--- src/rtl/seg7_pkg.sv ---
// rtl/seg7_pkg.sv - shared types, constants and glyph decoder for the seven-segment scanner
// Contents: digit_idx_t, scan_state_t, SEG_OFF/AN_OFF blanking levels, hex2seg (active-low {g,f,e,d,c,b,a}).
package seg7_pkg;

    typedef logic [1:0] digit_idx_t;

    typedef enum logic [1:0] {
        RESET_IDLE = 2'd0,
        BLANK      = 2'd1,
        SHOW       = 2'd2
    } scan_state_t;

    localparam logic [6:0] SEG_OFF = 7'h7F;
    localparam logic [3:0] AN_OFF  = 4'hF;

    function automatic logic [6:0] hex2seg(input logic [3:0] v);
        logic [6:0] s;
        case (v)
            4'h0:    s = 7'h40;
            4'h1:    s = 7'h79;
            4'h2:    s = 7'h24;
            4'h3:    s = 7'h30;
            4'h4:    s = 7'h19;
            4'h5:    s = 7'h12;
            4'h6:    s = 7'h02;
            4'h7:    s = 7'h78;
            4'h8:    s = 7'h00;
            4'h9:    s = 7'h10;
            4'hA:    s = 7'h08;
            4'hB:    s = 7'h03;
            4'hC:    s = 7'h46;
            4'hD:    s = 7'h21;
            4'hE:    s = 7'h06;
            default: s = 7'h0E;
        endcase
        return s;
    endfunction

endpackage

--- src/rtl/wrap_tracker.sv ---
// rtl/wrap_tracker.sv - counts 7->0 wrap-arounds of a 3-bit count, saturating at 15
// Ports: clk_f clock; rst sync active-high reset; cnt[2:0] sampled count;
//        wrap[3:0] registered wrap count; sat high while wrap == 15.
module wrap_tracker (
    input  logic       clk_f,
    input  logic       rst,
    input  logic [2:0] cnt,
    output logic [3:0] wrap,
    output logic       sat
);

    logic [2:0] prev;

    assign sat = (wrap == 4'hF);

    always_ff @(posedge clk_f) begin
        if (rst) begin
            prev <= 3'd0;
            wrap <= 4'd0;
        end else begin
            prev <= cnt;
            if (cnt == 3'd0 && prev == 3'd7) begin
                if (!sat) begin
                    wrap <= wrap + 4'd1;
                end
            end else if (cnt == 3'd0 && prev != 3'd0) begin
                // Dropping to zero from mid-range means the upstream counter was reset.
                wrap <= 4'd0;
            end
        end
    end

endmodule

--- src/rtl/seg7_scan.sv ---
// rtl/seg7_scan.sv - 4-digit common-anode display scanner for slow/fast event counts
// Ports: clk_f clock; rst sync active-high reset; count_s[2:0]/count_f[2:0] upstream counts;
//        an[3:0] active-low anodes; seg[6:0] active-low {g,f,e,d,c,b,a}; dp active-low decimal point.
// Digits: 0 = count_f, 1 = wrap_f, 2 = count_s, 3 = wrap_s.
// Build option: SEG7_SCAN_BLANK_EN inserts BLANK_CYC dark cycles at the start of each slot.
module seg7_scan
    import seg7_pkg::*;
#(
    parameter int REFRESH_DIV = 1000,
    parameter int BLANK_CYC   = 16
) (
    input  logic       clk_f,
    input  logic       rst,
    input  logic [2:0] count_s,
    input  logic [2:0] count_f,
    output logic [3:0] an,
    output logic [6:0] seg,
    output logic       dp
);

`ifdef SEG7_SCAN_BLANK_EN
    localparam bit BLANK_EN = 1'b1;
`else
    localparam bit BLANK_EN = 1'b0;
`endif

    localparam logic [15:0] PCNT_MAX  = 16'(REFRESH_DIV - 1);
    localparam logic [15:0] BLANK_LIM = 16'(BLANK_CYC);

    logic [15:0] pcnt;
    digit_idx_t  dig;
    scan_state_t state_q, state_d;

    logic [3:0] wrap_f, wrap_s;
    logic       sat_f, sat_s;

    logic [3:0] sel_val, snap_q, snap_d;
    logic       sel_sat, snap_sat_q, snap_sat_d;
    logic [3:0] an_d;
    logic [6:0] seg_d;
    logic       dp_d;

    wrap_tracker u_wrap_f (
        .clk_f (clk_f),
        .rst   (rst),
        .cnt   (count_f),
        .wrap  (wrap_f),
        .sat   (sat_f)
    );

    wrap_tracker u_wrap_s (
        .clk_f (clk_f),
        .rst   (rst),
        .cnt   (count_s),
        .wrap  (wrap_s),
        .sat   (sat_s)
    );

    always_comb begin
        sel_val = 4'd0;
        sel_sat = 1'b0;
        case (dig)
            2'd0:    sel_val = {1'b0, count_f};
            2'd1: begin
                sel_val = wrap_f;
                sel_sat = sat_f;
            end
            2'd2:    sel_val = {1'b0, count_s};
            default: begin
                sel_val = wrap_s;
                sel_sat = sat_s;
            end
        endcase
    end

    // Decisions are made from pcnt as seen at the edge, so the registered
    // outputs describe slot position pcnt during the following cycle.
    always_comb begin
        state_d    = state_q;
        snap_d     = snap_q;
        snap_sat_d = snap_sat_q;
        an_d       = AN_OFF;
        seg_d      = SEG_OFF;
        dp_d       = 1'b1;

        if (pcnt == 16'd0) begin
            snap_d     = sel_val;
            snap_sat_d = sel_sat;
        end

        case (state_q)
            BLANK: begin
                if (pcnt >= BLANK_LIM) begin
                    state_d = SHOW;
                end
            end
            default: begin
                if (pcnt == 16'd0 && BLANK_EN && BLANK_LIM != 16'd0) begin
                    state_d = BLANK;
                end else begin
                    state_d = SHOW;
                end
            end
        endcase

        if (state_d == SHOW) begin
            an_d  = ~(4'b0001 << dig);
            seg_d = hex2seg(snap_d);
            dp_d  = ~snap_sat_d;
        end
    end

    always_ff @(posedge clk_f) begin
        if (rst) begin
            pcnt       <= 16'd0;
            dig        <= 2'd0;
            state_q    <= RESET_IDLE;
            snap_q     <= 4'd0;
            snap_sat_q <= 1'b0;
            an         <= AN_OFF;
            seg        <= SEG_OFF;
            dp         <= 1'b1;
        end else begin
            if (pcnt == PCNT_MAX) begin
                pcnt <= 16'd0;
                dig  <= dig + 2'd1;
            end else begin
                pcnt <= pcnt + 16'd1;
            end
            state_q    <= state_d;
            snap_q     <= snap_d;
            snap_sat_q <= snap_sat_d;
            an         <= an_d;
            seg        <= seg_d;
            dp         <= dp_d;
        end
    end

endmodule

--- config.mk ---
export PLATFORM = sky130hd
export DESIGN_NAME = seg7_scan
export DESIGN_NICKNAME = d
export VERILOG_FILES = /design/src/rtl/seg7_pkg.sv /design/src/rtl/wrap_tracker.sv /design/src/rtl/seg7_scan.sv
export SDC_FILE = /design/constraint.sdc
export NUM_CORES = 1
export LEC_CHECK = 0
export ABC_AREA = 1
export CORE_MARGIN = 2
export CORE_UTILIZATION = 45
export DETAILED_ROUTE_END_ITERATION = 7
export PLACE_DENSITY = 0.71
export SYNTH_ARGS = -nofsm -noshare
export SYNTH_HDL_FRONTEND = slang
export SYNTH_HIERARCHICAL = 1
export SYNTH_SLANG_ARGS = --single-unit
--- constraint.sdc ---
create_clock -name clk_f -period 2.6 [get_ports clk_f]
set_input_delay 0.39 -clock clk_f [delete_from_list [all_inputs] [get_ports clk_f]]
set_output_delay 0.39 -clock clk_f [all_outputs]
set_load 0.02 [all_outputs]
==> results by group, run 1 <==
Placed design
  – GPL Wtd Cong: 0.839
  – Hpwl dp: 4170 um
  – IO buf count: 19

CTS
  – Skew-Pair Late Insertion Delay: 0.30 ns
  – CTS Buf Count: 5
  – CTS root buf: clkbuf_8
  – CTS sink cnt: 51
  – H-Tree Depth: 2
  – CTS tree: built
  – Postcts setup bufs: 0
  – Clock tree buffer depth: 2
  – Clk slew on worst S/H paths: 0.09 ns
  – Hold bufs inserted after CTS: 0
  – CTS-repair resized insts: 0

Floorplanning
  – IO Count: 20
  – Row cnt: 28
  – Full die area: 0.00692 sq mm
  – Die span in y: 83.2 um
  – Die width: 83.2 um
  – Core ar.: 0.00599 sq mm
  – Effective utilization at floorplan: 47.1%

Power and ir drop
  – Overall Power: 1.57 mW
  – Internal cell power: 1.15 mW
  – Switch share: 26.4%
  – Leak pwr: 1.39 nW
  – VDD IR max: 0.307 mV
  – Net Sw Power: 0.414 mW
  – Clock power frac: 31.5%
  – PwrDens: 490 mW/mm^2
  – Combinational fraction of design power: 16.0%
  – Flop pwr share: 52.5%

Setup path
  – Critical Path Start Type: flip-flop
  – R2r startpoint: dig[1]
  – Maximum fanout along the worst path: 8
  – Critical path arrival: 2.34 ns
  – Req. time, crit path: 2.78 ns
  – Largest delay share family, worst path: simple AND/OR/NAND/NOR gates
  – R2r setup slk: 0.43 ns
  – Setup crit end kind: flip-flop
  – Slowest CP cell: dfxtp_1
  – Crit. Startpoint: dig[1]
  – CP Cell Sequence: ha_1 > inv_1 > or2_2 > o21ai_0 > nor2_1 > nor2_2 > inv_1 > ha_1 > nand2_2 > nand2_1 > nand2_1 > nand3_1
  – Buf/Inv on CP: 2
  – CP max stage delay: 0.41 ns
  – Worst Path Class, Setup: flip-flop to flip-flop

Timing
  – Layout Skew: 0.00470 ns
  – Tmin final: 2.17 ns
  – Final hold violation count: 0
  – Slew of the pin with the lowest slew margin: 0.409 ns
  – Max Fclk: 461 MHz
  – Final setup TNS: 0 ns
  – Hold_ws: 0.454 ns
  – Slew Viols, Final: 0
  – Final Setup Violations: 0
  – RSZ-0062 raised after global routing: no
  – Tcrit/Tclk final: 83.5%
  – Slew headroom: 72.7%

Detailed routing
  – Wirelength per Cell: 11.5 um
  – Initial drt markers: 80
  – Drt via density: 4.96
  – Drc violations: 0
  – TritonRoute pass-1 iters: 4
  – Vias: 2350
  – Post-route ant nets: 0
  – Post-Route WL: 5450 um

Synth
  – Yosys top cell by area: dfxtp_1
  – Mapped Area: 0.00282 sq mm
  – Yosys warns: 6
  – Synth unique cells: 38
  – Fraction of registers with async set/reset: 0%
  – Sequential area share after synthesis: 36.2%
  – Post-synth net total: 395
  – Synth area leaders: dfxtp_1, nand2_1, nand3_1, ha_1, inv_1
  – Post-synth EDFFs: 0
  – Top-count cell post-synth: nand2_1
  – Syn Inst Count: 373
  – #FFs+latches synth: 51
  – Main flop type after synthesis: dfxtp_1
  – Yosys top cell area share: 36.2%
  – Commonest cells post-synth: nand2_1, dfxtp_1, inv_1
  – Post-Syn Area per Cell: 7.56 sq um

GRT
  – Largest net degree at the start of global routing: 19
  – First-pass GRT wire length: 10100 um
  – Initial antenna violation count: 0
  – Total GRT Usage: 17.3%
  – GRT Residual Overflow: 0
  – Vias in the first global route: 2307

Final layout
  – NumNets Final: 420
  – Synth-to-Final Area Change: 13.4%
  – Fill cells: 569
  – Layout cells sized above 1: 14.8%
  – # diodes: 0
  – Final core utilization: 53.4%

Run
  – Max-Cap Viols: 0

Hold path
  – Hold Path Class: flip-flop to flip-flop
  – Min-Delay Startpoint: pcnt[0]

Outcome
  – Status: complete, no violations
sequential cells by signal, summed over array words and instances, names as in the netlist, 3 cells and up:
name and cells:
u_wrap_s/wrap 4, an 4, u_wrap_f/prev 3, u_wrap_f/wrap 4, seg 7, snap_q 4
u_wrap_s/prev 3, pcnt 16
per-stage QoR:
stage               std cells  instance area [sq um]  setup WS, ns
detailed placement        466                   3100         0.429
floorplan                 373                   2820         0.707
CTS                       474                   3200         0.446
global route              474                   3200         0.182
global placement          466                   3100         0.460
finish                    474                   3200         0.430
layout make-up:
type                    instances  area [sq um]  area share, %
multi-input cells             268          1590           49.5
well taps                      75          93.8           2.93
inverters                      52           203           6.33
clock buffers                   8           100           3.13
flip-flops and latches         51          1020           31.9
repair buffers                 20           198           6.18
routing by layer:
layer	vias to the layer above	routed length, um	global-route usage (%)
met5	-	0	0
met4	0	90	6.11
met3	8	174	3.78
met2	37	2630	29.0
met1	1057	2560	21.8
li1	1248	-	-
layout by cell type (no fill, tap or decap), types with 3 or more instances in the layout:
cell type	instances
nand2_1	76
dfxtp_1	51
inv_1	45
nor2_1	43
nand3_1	39
clkdlybuf4s50_1	19
ha_1	14
a21oi_1	13
nor3_1	9
nand4_1	9
nand2_4	8
nand2_2	7
clkbuf_8	7
nor2_2	6
o21ai_0	5
nand3_2	5
nor2_4	4
inv_2	3
nor3_2	3
nor3b_1	3
path summary, 6_finish.rpt:
path / endpoint / cells past startpoint
max: seg[5] / 12
min: pcnt[0] / 1
max reg2reg: seg[5] / 12
min reg2reg: pcnt[0] / 1
power by group through the flow:
stage          Combinational (mW)  Clock [mW]  Sequential (mW)
2_1_floorplan               0.154           0            0.862
3_3_place_gp                0.249           0            0.841
3_5_place_dp                0.252           0            0.842
4_1_cts                     0.253       0.512            0.824
5_1_grt                     0.281       0.546            0.827
6_report                    0.251       0.494            0.823
kinds of logic after synthesis:
group	synth area share (%)
AOI/OAI and AO/OA	5.54
buffers and inverters	7.63
adders and majority gates	6.21
xor gates and xnor gates	1.24
and+or+nand+nor	43.2
DFF	36.2
No activity file was read; power rests on OpenSTA's default activity.
==> run 2: changes to the inputs <==
PLACE_DENSITY = 0.73   (was 0.71)
clock period = 1.95 ns   (was 2.6 ns; I/O delays follow)
==> results by group, run 2 (synthesis results as in run 1) <==
Outcome
  – Status: complete, no violations

Setup path
  – Reg-to-Reg End: seg[3]
  – End point of the critical path: seg[3]
  – Req. time, crit path: 2.12 ns (-0.66 ns)
  – Critical Path Start Type: flip-flop
  – R2r setup slk: 0.05 ns (-0.38 ns)
  – Worst reg2reg path depth: 13 (+1)
  – Maximum fanout along the worst path: 5 (-3)
  – Worst Path Class, Setup: flip-flop to flip-flop
  – Setup crit end kind: flip-flop
  – Crit. Startpoint: dig[0]
  – R2r startpoint: dig[0]
  – Critical path arrival: 2.07 ns (-0.27 ns)

Power and ir drop
  – PwrDens: 611 mW/mm^2 (+25%)
  – VDD IR max: 0.459 mV (+50%)
  – Net Sw Power: 0.590 mW (+43%)
  – Overall Power: 2.13 mW (+36%)
  – Internal cell power: 1.54 mW (+34%)
  – Leak pwr: 1.49 nW (+7.2%)
  – Flop pwr share: 51.4% (-1.1 points)
  – Combinational fraction of design power: 19.9% (+3.9 points)
  – Switch share: 27.7% (+1.3 points)
  – Clock power frac: 28.7% (-2.8 points)

Timing
  – Tcrit/Tclk final: 97.3% (+14 points)
  – Slew headroom: 70.7% (-2.0 points)
  – Layout Skew: 0.0156 ns (+0.0109 ns)
  – Slew of the pin with the lowest slew margin: 0.439 ns (+0.0296 ns)
  – RSZ-0062 raised after global routing: yes
  – Tmin final: 1.90 ns (-0.272 ns)
  – Final Setup Violations: 0 (unchanged)
  – Max Fclk: 527 MHz (+14%)
  – Slew Viols, Final: 0 (unchanged)
  – Final hold violation count: 0 (unchanged)

GRT
  – Vias in the first global route: 2419 (+4.9%)
  – Largest net degree at the start of global routing: 19 (unchanged)
  – GRT Residual Overflow: 0 (unchanged)
  – Total GRT Usage: 16.9% (-0.34 points)
  – Initial antenna violation count: 0 (unchanged)
  – First-pass GRT wire length: 9980 um (-0.69%)

Final layout
  – Biggest regs: pcnt x16, seg x7
  – Finished Layout Cells: 489 (+3.2%)
  – Synth-to-Final Area Change: 23.9%
  – Layout cells sized above 1: 25.6% (+11 points)
  – Max reg flops: 16 (unchanged)
  – NumNets Final: 436 (+3.8%)
  – Biggest register: pcnt
  – Most frequent cells in the layout: nand2_1, dfxtp_1, nor2_1
  – Most common cell after layout, fill and taps aside: nand2_1
  – # diodes: 0 (unchanged)

Detailed routing
  – Vias: 2507 (+6.7%)
  – Initial drt markers: 90 (+13%)
  – Drc violations: 0 (unchanged)
  – TritonRoute pass-1 iters: 4 (unchanged)
  – Post-Route WL: 5960 um (+9.2%)
  – Drt via density: 5.13 (+3.4%)
  – Post-route ant nets: 0 (unchanged)
  – Wirelength per Cell: 12.2 um (+5.9%)

Placed design
  – Post-Place Cells: 480 (+3.0%)
  – Hpwl dp: 4300 um (+3.0%)
  – GPL Wtd Cong: 0.914 (+8.9%)
  – IO buf count: 19 (unchanged)

Floorplanning
  – Full die area: 0.00692 sq mm (unchanged)
  – IO Count: 20 (unchanged)
  – Row cnt: 28 (unchanged)
  – Die span in y: 83.2 um (unchanged)
  – Core ar.: 0.00599 sq mm (unchanged)
  – Effective utilization at floorplan: 47.1% (unchanged)
  – Die width: 83.2 um (unchanged)

Run
  – Max-Cap Viols: 0 (unchanged)

Hold path
  – Min-Delay Startpoint: pcnt[0]
  – Hold Path Class: flip-flop to flip-flop

CTS
  – Skew-Pair Late Insertion Delay: 0.31 ns (about the same)
  – H-Tree Depth: 2 (unchanged)
  – CTS root buf: clkbuf_8
  – CTS Buf Count: 5 (unchanged)
  – CTS tree: built
  – Clk slew on worst S/H paths: 0.09 ns (about the same)
  – CTS sink cnt: 51 (unchanged)
  – Hold bufs inserted after CTS: 0 (unchanged)
  – Clock tree buffer depth: 2 (unchanged)
[run 2: cell count changes in the layout (fill, tap and decap cells not counted), sizes merged]
cell	previous run	this run
clkbuf	8	6
buf	1	17
clkinv	2	3
[run 2: timing repair]
item                       CTS  global route
setup endpoints to repair    7             7
gates resized for setup      3            50
pin swaps                    2            11
setup buffers                0             2
[run 2: power by group through the flow]
stage | clock (mW) | combinational, mW | sequential [mW]
3_3_place_gp | 0 | 0.352 | 1.12
4_1_cts | 0.640 | 0.357 | 1.10
5_1_grt | 0.678 | 0.469 | 1.10
3_5_place_dp | 0 | 0.358 | 1.12
2_1_floorplan | 0 | 0.206 | 1.15
6_report | 0.613 | 0.424 | 1.10
[run 2: cell type report]
cell class	count	area [sq um]
tap	75	93.8
clock buffer	6	82.6
timing repair buffer	36	337
multi-input combinational	268	1740
inverter	52	205
clock inverter	1	5.00
sequential	51	1030
fill	514	2500
[run 2: worst min path at each step]
stage,endpoint,depth (start not counted)
2_1_floorplan,u_wrap_f/wrap[1],1
3_3_place_gp,pcnt[0],1
3_5_place_dp,pcnt[0],1
4_1_cts,pcnt[0],1
5_1_grt,pcnt[0],1
6_report,pcnt[0],1
[run 2: per-stage QoR]
| step | area (sq um) | setup slack, ns | setup TNS, ns | utilization, % | hold WS (ns) |
|---|---|---|---|---|---|
| finish | 3490 | 0.0522 | 0 | 58.3 | 0.433 |
| global placement | 3210 | -0.0558 | -0.202 | 53.5 | 0.432 |
| CTS | 3290 | 0.000144 | 0 | 55.0 | 0.467 |
| global route | 3490 | -0.0636 | -0.286 | 58.3 | 0.454 |
| floorplan | 2820 | 0.0572 | 0 | - | 0.362 |
| detailed placement | 3210 | -0.105 | -0.463 | 53.5 | 0.453 |
[run 2: routing by layer]
metal | vias to the layer above | part of all wire [%] | track usage (%)
met1 | 1190 | 45 | 20.0
met3 | 5 | 2.9 | 3.48
met5 | - | 0 | 0
li1 | 1277 | - | -
met2 | 35 | 51 | 30.5
met4 | 0 | 1.1 | 5.22
[run 2: critical path, stage by stage, from the launching register on]
cell and delay [ns]:
dfxtp_4 0.38, buf_6 0.13, ha_4 0.15, nand2_1 0.05, nand2_1 0.07, o21ai_2 0.19, nor2_4 0.05, nor2_4 0.21
inv_2 0.11, ha_4 0.17, nand3_2 0.08, nand2_1 0.06, nand2_1 0.05, nand3_1 0.05
